`src/rtl/cmos_cmd_pkg.sv`:
```
// Shared types and sizing helpers for the CMOS register-command arbiter.
// Holds the controller state encoding and the round-robin pointer width formula.
package cmos_cmd_pkg;

    typedef enum logic [2:0] {
        POWER_UP  = 3'd0,
        IDLE      = 3'd1,
        ISSUE     = 3'd2,
        WAIT_BUSY = 3'd3,
        WAIT_DONE = 3'd4,
        RESPOND   = 3'd5
    } cmos_cmd_state_t;

    localparam int MAX_SRC = 8;

    // A single source still needs a one-bit pointer so the vector is legal.
    function automatic int ptr_width(input int num_src);
        return (num_src > 1) ? $clog2(num_src) : 1;
    endfunction

endpackage

```
`src/rtl/cmos_cmd_rr_arb.sv`:
```
// Combinational winner select: fixed lowest-index priority, or the first
// requester at or after the round-robin pointer, wrapping modulo NUM_SRC.
module cmos_cmd_rr_arb
    import cmos_cmd_pkg::*;
#(
    parameter int NUM_SRC    = 3,
    parameter int FIXED_PRIO = 0,
    parameter int PTR_W      = ptr_width(NUM_SRC)
) (
    input  logic [NUM_SRC-1:0] req,
    input  logic [PTR_W-1:0]   ptr,
    output logic [NUM_SRC-1:0] grant,
    output logic [PTR_W-1:0]   grant_idx,
    output logic               grant_valid
);

    always_comb begin
        int base;
        int pos;
        grant       = '0;
        grant_idx   = '0;
        grant_valid = 1'b0;
        base        = (FIXED_PRIO != 0) ? 0 : int'(ptr);
        if (base >= NUM_SRC) begin
            base = 0;
        end
        // Scan from the farthest offset down so the nearest requester is the last to write.
        for (int k = NUM_SRC - 1; k >= 0; k--) begin
            pos = base + k;
            if (pos >= NUM_SRC) begin
                pos = pos - NUM_SRC;
            end
            if (req[pos]) begin
                grant_valid = 1'b1;
                grant_idx   = PTR_W'(pos);
            end
        end
        if (grant_valid) begin
            grant[grant_idx] = 1'b1;
        end
    end

endmodule

```
`src/rtl/cmos_cmd_arbiter.sv`:
```
// Arbitrates register-access requests from several sources onto one CMOS SPI
// master, returning read data and a timeout flag to the granted source.
module cmos_cmd_arbiter
    import cmos_cmd_pkg::*;
#(
    parameter int NUM_SRC    = 3,
    parameter int ADDR_W     = 10,
    parameter int DATA_W     = 16,
    parameter int TMO_W      = 16,
    parameter int FIXED_PRIO = 0
) (
    input  logic                      clk_input,
    input  logic                      reset_n,
    input  logic [NUM_SRC-1:0]        src_req,
    input  logic [NUM_SRC-1:0]        src_wr,
    input  logic [NUM_SRC*ADDR_W-1:0] src_addr,
    input  logic [NUM_SRC*DATA_W-1:0] src_wdata,
    output logic [NUM_SRC-1:0]        src_ack,
    output logic [NUM_SRC-1:0]        src_done,
    output logic [DATA_W-1:0]         rsp_rdata,
    output logic                      rsp_err,
    input  logic                      spi_idle,
    input  logic [DATA_W-1:0]         spi_rdata,
    output logic [ADDR_W-1:0]         spi_addr,
    output logic [DATA_W-1:0]         spi_wdata,
    output logic                      spi_wr,
    output logic                      spi_execute,
    output logic                      cmd_busy
);

    localparam int PTR_W = ptr_width(NUM_SRC);
    localparam logic [TMO_W-1:0] TMO_MAX  = '1;
    localparam logic [TMO_W-1:0] TMO_LAST = TMO_MAX - TMO_W'(1);

    cmos_cmd_state_t state_reg, state_next;

    logic [PTR_W-1:0]   ptr_reg;
    logic [NUM_SRC-1:0] owner_oh_reg;
    logic [TMO_W-1:0]   tmo_cnt_reg;
    logic [ADDR_W-1:0]  spi_addr_reg;
    logic [DATA_W-1:0]  spi_wdata_reg;
    logic               spi_wr_reg;
    logic [DATA_W-1:0]  rsp_rdata_reg;
    logic               rsp_err_reg;
    logic               exec_reg;
    logic               busy_reg;

    logic [ADDR_W-1:0]  addr_arr  [NUM_SRC];
    logic [DATA_W-1:0]  wdata_arr [NUM_SRC];

    logic [NUM_SRC-1:0] grant;
    logic [PTR_W-1:0]   grant_idx;
    logic               grant_valid;

    logic capture;
    logic rd_capture;
    logic tmo_fire;
    logic in_wait;
    logic tmo_hit;

    genvar gi;
    generate
        for (gi = 0; gi < NUM_SRC; gi++) begin : g_unpack
            assign addr_arr[gi]  = src_addr[gi*ADDR_W +: ADDR_W];
            assign wdata_arr[gi] = src_wdata[gi*DATA_W +: DATA_W];
        end
    endgenerate

    cmos_cmd_rr_arb #(
        .NUM_SRC    (NUM_SRC),
        .FIXED_PRIO (FIXED_PRIO),
        .PTR_W      (PTR_W)
    ) u_arb (
        .req         (src_req),
        .ptr         (ptr_reg),
        .grant       (grant),
        .grant_idx   (grant_idx),
        .grant_valid (grant_valid)
    );

    // The count reaches its last value on the (2^TMO_W-1)th waiting cycle.
    assign tmo_hit = (tmo_cnt_reg >= TMO_LAST);

    always_ff @(posedge clk_input or negedge reset_n) begin
        if (!reset_n) begin
            state_reg <= POWER_UP;
        end else begin
            state_reg <= state_next;
        end
    end

    always_comb begin
        state_next = state_reg;
        case (state_reg)
            POWER_UP:  if (spi_idle) state_next = IDLE;
            IDLE:      if (grant_valid) state_next = ISSUE;
            ISSUE:     state_next = WAIT_BUSY;
            WAIT_BUSY: begin
                if (tmo_hit) begin
                    state_next = RESPOND;
                end else if (!spi_idle) begin
                    state_next = WAIT_DONE;
                end
            end
            WAIT_DONE: if (spi_idle || tmo_hit) state_next = RESPOND;
            RESPOND:   state_next = IDLE;
            default:   state_next = POWER_UP;
        endcase
    end

    always_comb begin
        capture    = (state_reg == IDLE) && grant_valid;
        in_wait    = (state_reg == WAIT_BUSY) || (state_reg == WAIT_DONE);
        rd_capture = (state_reg == WAIT_DONE) && spi_idle && !spi_wr_reg;
        // A real completion in WAIT_DONE wins over a timeout landing on the same cycle.
        tmo_fire   = ((state_reg == WAIT_BUSY) && tmo_hit) ||
                     ((state_reg == WAIT_DONE) && !spi_idle && tmo_hit);
        src_ack    = (state_reg == ISSUE)   ? owner_oh_reg : '0;
        src_done   = (state_reg == RESPOND) ? owner_oh_reg : '0;
    end

    always_ff @(posedge clk_input or negedge reset_n) begin
        if (!reset_n) begin
            ptr_reg       <= '0;
            owner_oh_reg  <= '0;
            tmo_cnt_reg   <= '0;
            spi_addr_reg  <= '0;
            spi_wdata_reg <= '0;
            spi_wr_reg    <= 1'b0;
            rsp_rdata_reg <= '0;
            rsp_err_reg   <= 1'b0;
            exec_reg      <= 1'b0;
            busy_reg      <= 1'b0;
        end else begin
            if (capture) begin
                spi_addr_reg  <= addr_arr[grant_idx];
                spi_wdata_reg <= wdata_arr[grant_idx];
                spi_wr_reg    <= src_wr[grant_idx];
                owner_oh_reg  <= grant;
                rsp_err_reg   <= 1'b0;
                ptr_reg       <= (grant_idx == PTR_W'(NUM_SRC - 1)) ? '0 : grant_idx + PTR_W'(1);
            end
            if (state_reg == ISSUE) begin
                tmo_cnt_reg <= '0;
            end else if (in_wait && (tmo_cnt_reg != TMO_MAX)) begin
                tmo_cnt_reg <= tmo_cnt_reg + TMO_W'(1);
            end
            if (rd_capture) begin
                rsp_rdata_reg <= spi_rdata;
            end
            if (tmo_fire) begin
                rsp_err_reg <= 1'b1;
            end
            // Registered so the start pulse trails the capture by two cycles.
            exec_reg <= (state_reg == ISSUE);
            busy_reg <= (state_next != IDLE);
        end
    end

    assign spi_addr    = spi_addr_reg;
    assign spi_wdata   = spi_wdata_reg;
    assign spi_wr      = spi_wr_reg;
    assign spi_execute = exec_reg;
    assign rsp_rdata   = rsp_rdata_reg;
    assign rsp_err     = rsp_err_reg;
    assign cmd_busy    = busy_reg;

endmodule

```
`config.mk`:
```
export PLATFORM = sky130hd
export DESIGN_NAME = cmos_cmd_arbiter
export DESIGN_NICKNAME = d
export VERILOG_FILES = /design/src/rtl/cmos_cmd_pkg.sv /design/src/rtl/cmos_cmd_rr_arb.sv /design/src/rtl/cmos_cmd_arbiter.sv
export SDC_FILE = /design/constraint.sdc
export NUM_CORES = 1
export LEC_CHECK = 0
export ABC_AREA = 1
export BUFFER_PORTS_ARGS = -buffer_cell sky130_fd_sc_hd__buf_4
export CELL_PAD_IN_SITES_DETAIL_PLACEMENT = 1
export CELL_PAD_IN_SITES_GLOBAL_PLACEMENT = 2
export CORE_ASPECT_RATIO = 0.7
export CORE_MARGIN = 3
export CORE_UTILIZATION = 27
export CTS_BUF_LIST = sky130_fd_sc_hd__clkbuf_4 sky130_fd_sc_hd__clkbuf_8 sky130_fd_sc_hd__clkbuf_16
export DETAILED_ROUTE_END_ITERATION = 12
export GPL_TIMING_DRIVEN = 0
export PLACE_DENSITY = 0.8
export SYNTH_ARGS = -nofsm -noshare
export SYNTH_HDL_FRONTEND = slang
export SYNTH_SLANG_ARGS = --single-unit
```
`constraint.sdc`:
```
create_clock -name clk_input -period 2.5 [get_ports clk_input]
set_clock_uncertainty 0.2 [all_clocks]
set_input_delay 0.5 -clock clk_input [delete_from_list [all_inputs] [get_ports clk_input]]
set_output_delay 0.5 -clock clk_input [all_outputs]
set_load 0.005 [all_outputs]
```
# Word level (Yosys, flattened, before mapping)
# Cells that the tools add are included.
# Widths: inputs -> output; s select.
# word_totals
regBits,70
input_bits,103
out_inout_bits,52
# classes
addsub,7
n_lt_le_gt_ge,11
eq_ne,8
muxes,43
bitwise_logic,1
n_reduce_logical,16
# ops
operator,count
$lt 32x4->1 const B,3
$mux 32,3
$ge 32x3->1 const B,2
$mux 16,4
$sub 32x3->32 const B,2
$bmux 16 s2,1
$mux 3,8
$bmux 10 s2,1
$mux 10,2
$pmux 3 s6,1
$add 16x1->16 const B,1
$ge 16x16->1 const B,1
$ne 16x16->1 const B,1
$mux 1,13
$mux 2,5
$bmux 1 s2,4
$logic_and 1x1->1,8
$eq 3x2->1 const B,2
$eq 3x3->1 const B,2
$ge 2x2->1 const B,2
$reduce_bool 2->1,2
$add 2x1->3 const B,1
$add 2x2->3 const B,1
$eq 3x1->1 const B,1
other kinds (12),15

# Longest topological paths before layout
# logic_depth
ltp_word,16
ltp_mapped,16
ltp_nobuf,14

# By module
# From an unflattened synthesis, not the netlist that was laid out.
# hier_totals
hier_cells,515
area_unflattened_um2,3917.5
# by_module_without_submodules
module,n_inst,cells_per_inst,area_per_inst_um2
cmos_cmd_arbiter,1,469,3673.5
cmos_cmd_rr_arb,1,46,244.0

# Worst setup path after synthesis
# No wires, ideal clock.
# synth_path
path_type,input -> register
startpoint,input port ptr_reg[0]
endpoint,"register spi_addr_reg[8], in the netlist spi_addr[8]"
arrival_ns,1.619
setup_slack_ns,0.569
cell_stages,15
n_path_buf,2
cell_sequence,dfrtp_1 -> inv_1 -> ha_1 -> inv_2 -> nand3_1 -> nand2_1 -> nand2_1 -> nand2_1 -> nand2_1 -> buf_6 -> buf_4 -> nand4_1 -> nand3_1 -> nand2_1 -> inv_1
# synth_between
elab_chain_cells,15
# synth_rtl
item,line,text
from (decl),cmos_cmd_arbiter.sv:37,logic [PTR_W-1:0] ptr_reg;
$ge 2x2->1,cmos_cmd_rr_arb.sv:24,if (base >= NUM_SRC) begin
$mux 2 *,cmos_cmd_rr_arb.sv:24,
$add 2x2->3,cmos_cmd_rr_arb.sv:29,pos = base + k;
$sub 32x3->32 or $ge 32x3->1 (tied branches),"cmos_cmd_rr_arb.sv:31, cmos_cmd_rr_arb.sv:30",
$mux 32,cmos_cmd_rr_arb.sv:30,if (pos >= NUM_SRC) begin
$bmux 1 s2,cmos_cmd_rr_arb.sv:33,if (req[pos]) begin
$mux 1 (not written as such) (2 in series),cmos_cmd_rr_arb.sv:33,
$mux 2 (3 in series),cmos_cmd_rr_arb.sv:33,
$not 2->3 (not written as such),cmos_cmd_arbiter.sv:136,spi_addr_reg <= addr_arr[grant_idx];
$bmux 10 s2,cmos_cmd_arbiter.sv:136,
$mux 10 (not written as such) (2 in series),cmos_cmd_arbiter.sv:136,
to (signal assigned),cmos_cmd_arbiter.sv:136,
to (decl),cmos_cmd_arbiter.sv:40,logic [ADDR_W-1:0] spi_addr_reg;
# Every way passes the cells marked *; elsewhere a longest branch is shown, timed or not. The select of a mux whose other input is x is not followed.
# A chain may end at the register's enable or synchronous reset.

# Final worst setup path
# layout_path
startpoint,input port state_reg[0]
endpoint,output port src_ack[2]
# layout_between
elab_chain_cells,2
# layout_rtl
item,line,text
from (decl),cmos_cmd_arbiter.sv:35,"cmos_cmd_state_t state_reg, state_next;"
$eq 3x2->1,cmos_cmd_arbiter.sv:118,src_ack = (state_reg == ISSUE) ? owner_oh_reg : '0;
$mux 3,cmos_cmd_arbiter.sv:118,
to (decl),cmos_cmd_arbiter.sv:18,"output logic [NUM_SRC-1:0] src_ack,"
# Every way passes these cells.

==> flow_summary.toml <==
[outcome]
status = "complete, no violations"

[worst_setup_path]
r2r-start = "ptr_reg[0]"
critical_path_class = "reg -> out"
reg2reg_to = "cmd_busy"
worstPathArrival_ps = 1650
endpoint_kind = "output pin"
rrSetupSlack_ps = 200
reg2reg_depth = 12
crit_path_max_fanout = 10
required_ps = 1800
startpoint_type = "register"

[synth]
syn_avg_cell_area_sq_um = 7.453
yosysWarnings = 0
syn_area_sq_um = 4114
synth_nets = 659
synthMuxAreaShare = 0.04380
synth_compound_area_frac = 0.04623
yosysSeqAreaShare = 0.4258
synthCells = 552
synth_seq_cells = 70
synth-simple-area-share = 0.3534
synth-xor-area-share = 0.01916
synth_top_family_by_area = "simple AND/OR/NAND/NOR gates"
synth.distinct_cells = 34
synth_fa_ha_area_frac = 0.01217

[grt]
gr-total-overflow = 0
grt_pass1_vias = 4454
grt_util_all_layers = 0.1736
grt_pass1_wl_mm = 23.12
grt_max_degree = 71
grt_antenna_before_repair = 0

[floorplanning]
die_x_microns = 153.5
core_area_sq_um = 14810
initial_core_util = 0.2777
die_area_sq_um = 16780
fp.dieH_microns = 109.3
ios = 155
row_count = 37

[drt]
dr.pass1.iters = 4
dr.first_iter.drc_count = 137
postRouteAntennaNets = 0
route.detailed.wl_per_inst_microns = 15.92
finalWirelength_mm = 14.60
viasPerCell = 4.597
via_count = 4215
drc = 0

[timing]
fmax_mhz = 425.3
finalCriticalPeriod_ps = 2351
relSlewSlack = 0.3630
period_share = 0.9406
hold_viol_final = 0
setup_viol_count_final = 0
tightest_slew_ps = 955.4
fin_setup_tns_ps = 0
holdWs_ps = 70.85
setup_ws_ps = 148.5
drv_slew = 0

[clock_tree]
path_clk_slew_ps = 60
cts_root_buffer = "clkbuf_16"
cts_buffers = 9
ctsHoldBuffers = 0
post_cts_buffers = 0
cts_tree = "done"
clkLatencyLatePin_ps = 330
htree_levels = 3
ctsLongestPathBuffers = 2
clkSinkCount = 70

[final_layout]
area_growth_pct = 41.54
instances_no_fill = 917
final_cell_mix = "nand2_1, buf_4, dfrtp_1"
layout.nets = 824
drive_gt1_frac = 0.3116
n_fill_cell = 1867
final_common_cell = "nand2_1"
n_antenna_cell = 0

[placed_design]
port-buffer-count = 154
globalplace.congestion = 0.8285
hpwl_mm = 11.48
post-place-ws_ps = 149.9
dp.cells = 901

[min_path]
hold_class = "in -> async"

[power]
report.power.total_w = 0.006826
p_leak_nw = 3.093
power.density_nw_per_um2 = 1172
peakVddDrop_mv = 0.4273

[flow_run]
drv_cap = 0
## routing by layer
layer | wire (microns) | track usage | vias to the layer above
met5 | 0 | 0 | -
met4 | 119 | 0.03970 | 0
met3 | 492 | 0.03927 | 8
met2 | 7047 | 0.2846 | 69
met1 | 6936 | 0.2358 | 2052
li1 | - | - | 2086
## timing repair
| item | 4_1_cts | 5_1_grt |
|---|---|---|
| endpoints found under the hold margin | 0 | 0 |
| setup endpoints to repair | 0 | 4 |
| resized for setup | 0 | 4 |
## through the flow
stage | area, sq um | utilization
2_1_floorplan | 4114 | -
3_3_place_gp | 5514 | 0.3722
4_1_cts | 5819 | 0.3928
6_report | 5823 | 0.3931
3_5_place_dp | 5514 | 0.3722
5_1_grt | 5823 | 0.3931
## cells in the mapped netlist
cell type | instances | area (sq um)
nand2_2 | 3 | 18.77
nand3b_2 | 1 | 11.26
nor2_1 | 66 | 247.7
a31oi_1 | 1 | 6.260
buf_2 | 9 | 45.04
nor3_2 | 1 | 10.01
buf_4 | 3 | 22.52
o21ai_2 | 1 | 8.760
nand2_4 | 2 | 22.52
nor3_1 | 4 | 20.02
ha_1 | 4 | 50.05
nor3b_1 | 1 | 7.510
nand3_1 | 40 | 200.2
or2_0 | 5 | 31.28
nand2_1 | 173 | 649.4
clkbuf_1 | 3 | 11.26
inv_2 | 7 | 26.28
nand4_1 | 32 | 200.2
xnor2_1 | 2 | 17.52
nand3_2 | 1 | 10.01
or2_1 | 2 | 12.51
o21bai_1 | 1 | 7.510
dfrtp_1 | 70 | 1752
clkinv_1 | 1 | 3.750
o21ai_1 | 3 | 15.01
buf_6 | 7 | 78.83
inv_1 | 59 | 221.5
a21boi_0 | 3 | 22.52
o31ai_1 | 8 | 60.06
a21oi_1 | 2 | 10.01
mux2_2 | 16 | 180.2
nor2_2 | 2 | 12.51
xor2_1 | 7 | 61.31
o21ai_0 | 12 | 60.06
## critical path, cell delays in order, from the launching register on
cell	delay, ps
dfrtp_1	400
inv_1	120
nand3_1	230
buf_2	280
nor2_1	150
buf_4	130
## where the power goes
group | internal, W | switching (W) | leakage (nW)
combinational | 0.00151 | 0.00219 | 2.06
sequential | 0.00155 | 0.000245 | 0.888
clock | 0.000812 | 0.000518 | 0.145
## layout make-up
type                    count  area [sq um]  area share
multi-input cells         393          1956      0.3358
flip-flops and latches     70          1752      0.3008
repair buffers            154          1156      0.1985
inverters                  67         251.5     0.04319
clock buffers              11         246.5     0.04233
well taps                 195         244.0     0.04190
plain buffers              22         158.9     0.02729
clock inverters             5         58.81     0.01010
## cell families after synthesis
| logic type | Yosys count |
|---|---|
| AO/OA/AOI/OAI | 31 |
| XOR/XNOR | 9 |
| adder cells (fa/ha/maj) | 4 |
| buffers and inverters | 89 |
| flip-flops | 70 |
| multiplexers | 16 |
| AND/OR/NAND/NOR | 333 |
## how the worst max path moves through the flow
| stage | startpoint | endpoint | slack [ps] | cells past startpoint |
|---|---|---|---|---|
| 2_1_floorplan | ptr_reg[0] | spi_addr[8] | 570 | 14 |
| 3_3_place_gp | ptr_reg[0] | cmd_busy | 210 | 12 |
| 3_5_place_dp | ptr_reg[0] | cmd_busy | 150 | 12 |
| 4_1_cts | state_reg[2] | src_ack[2] | 9 | 5 |
| 5_1_grt | ptr_reg[0] | cmd_busy | -2 | 12 |
| 6_report | state_reg[0] | src_ack[2] | 150 | 5 |
No activity file was read; power rests on OpenSTA's default activity.
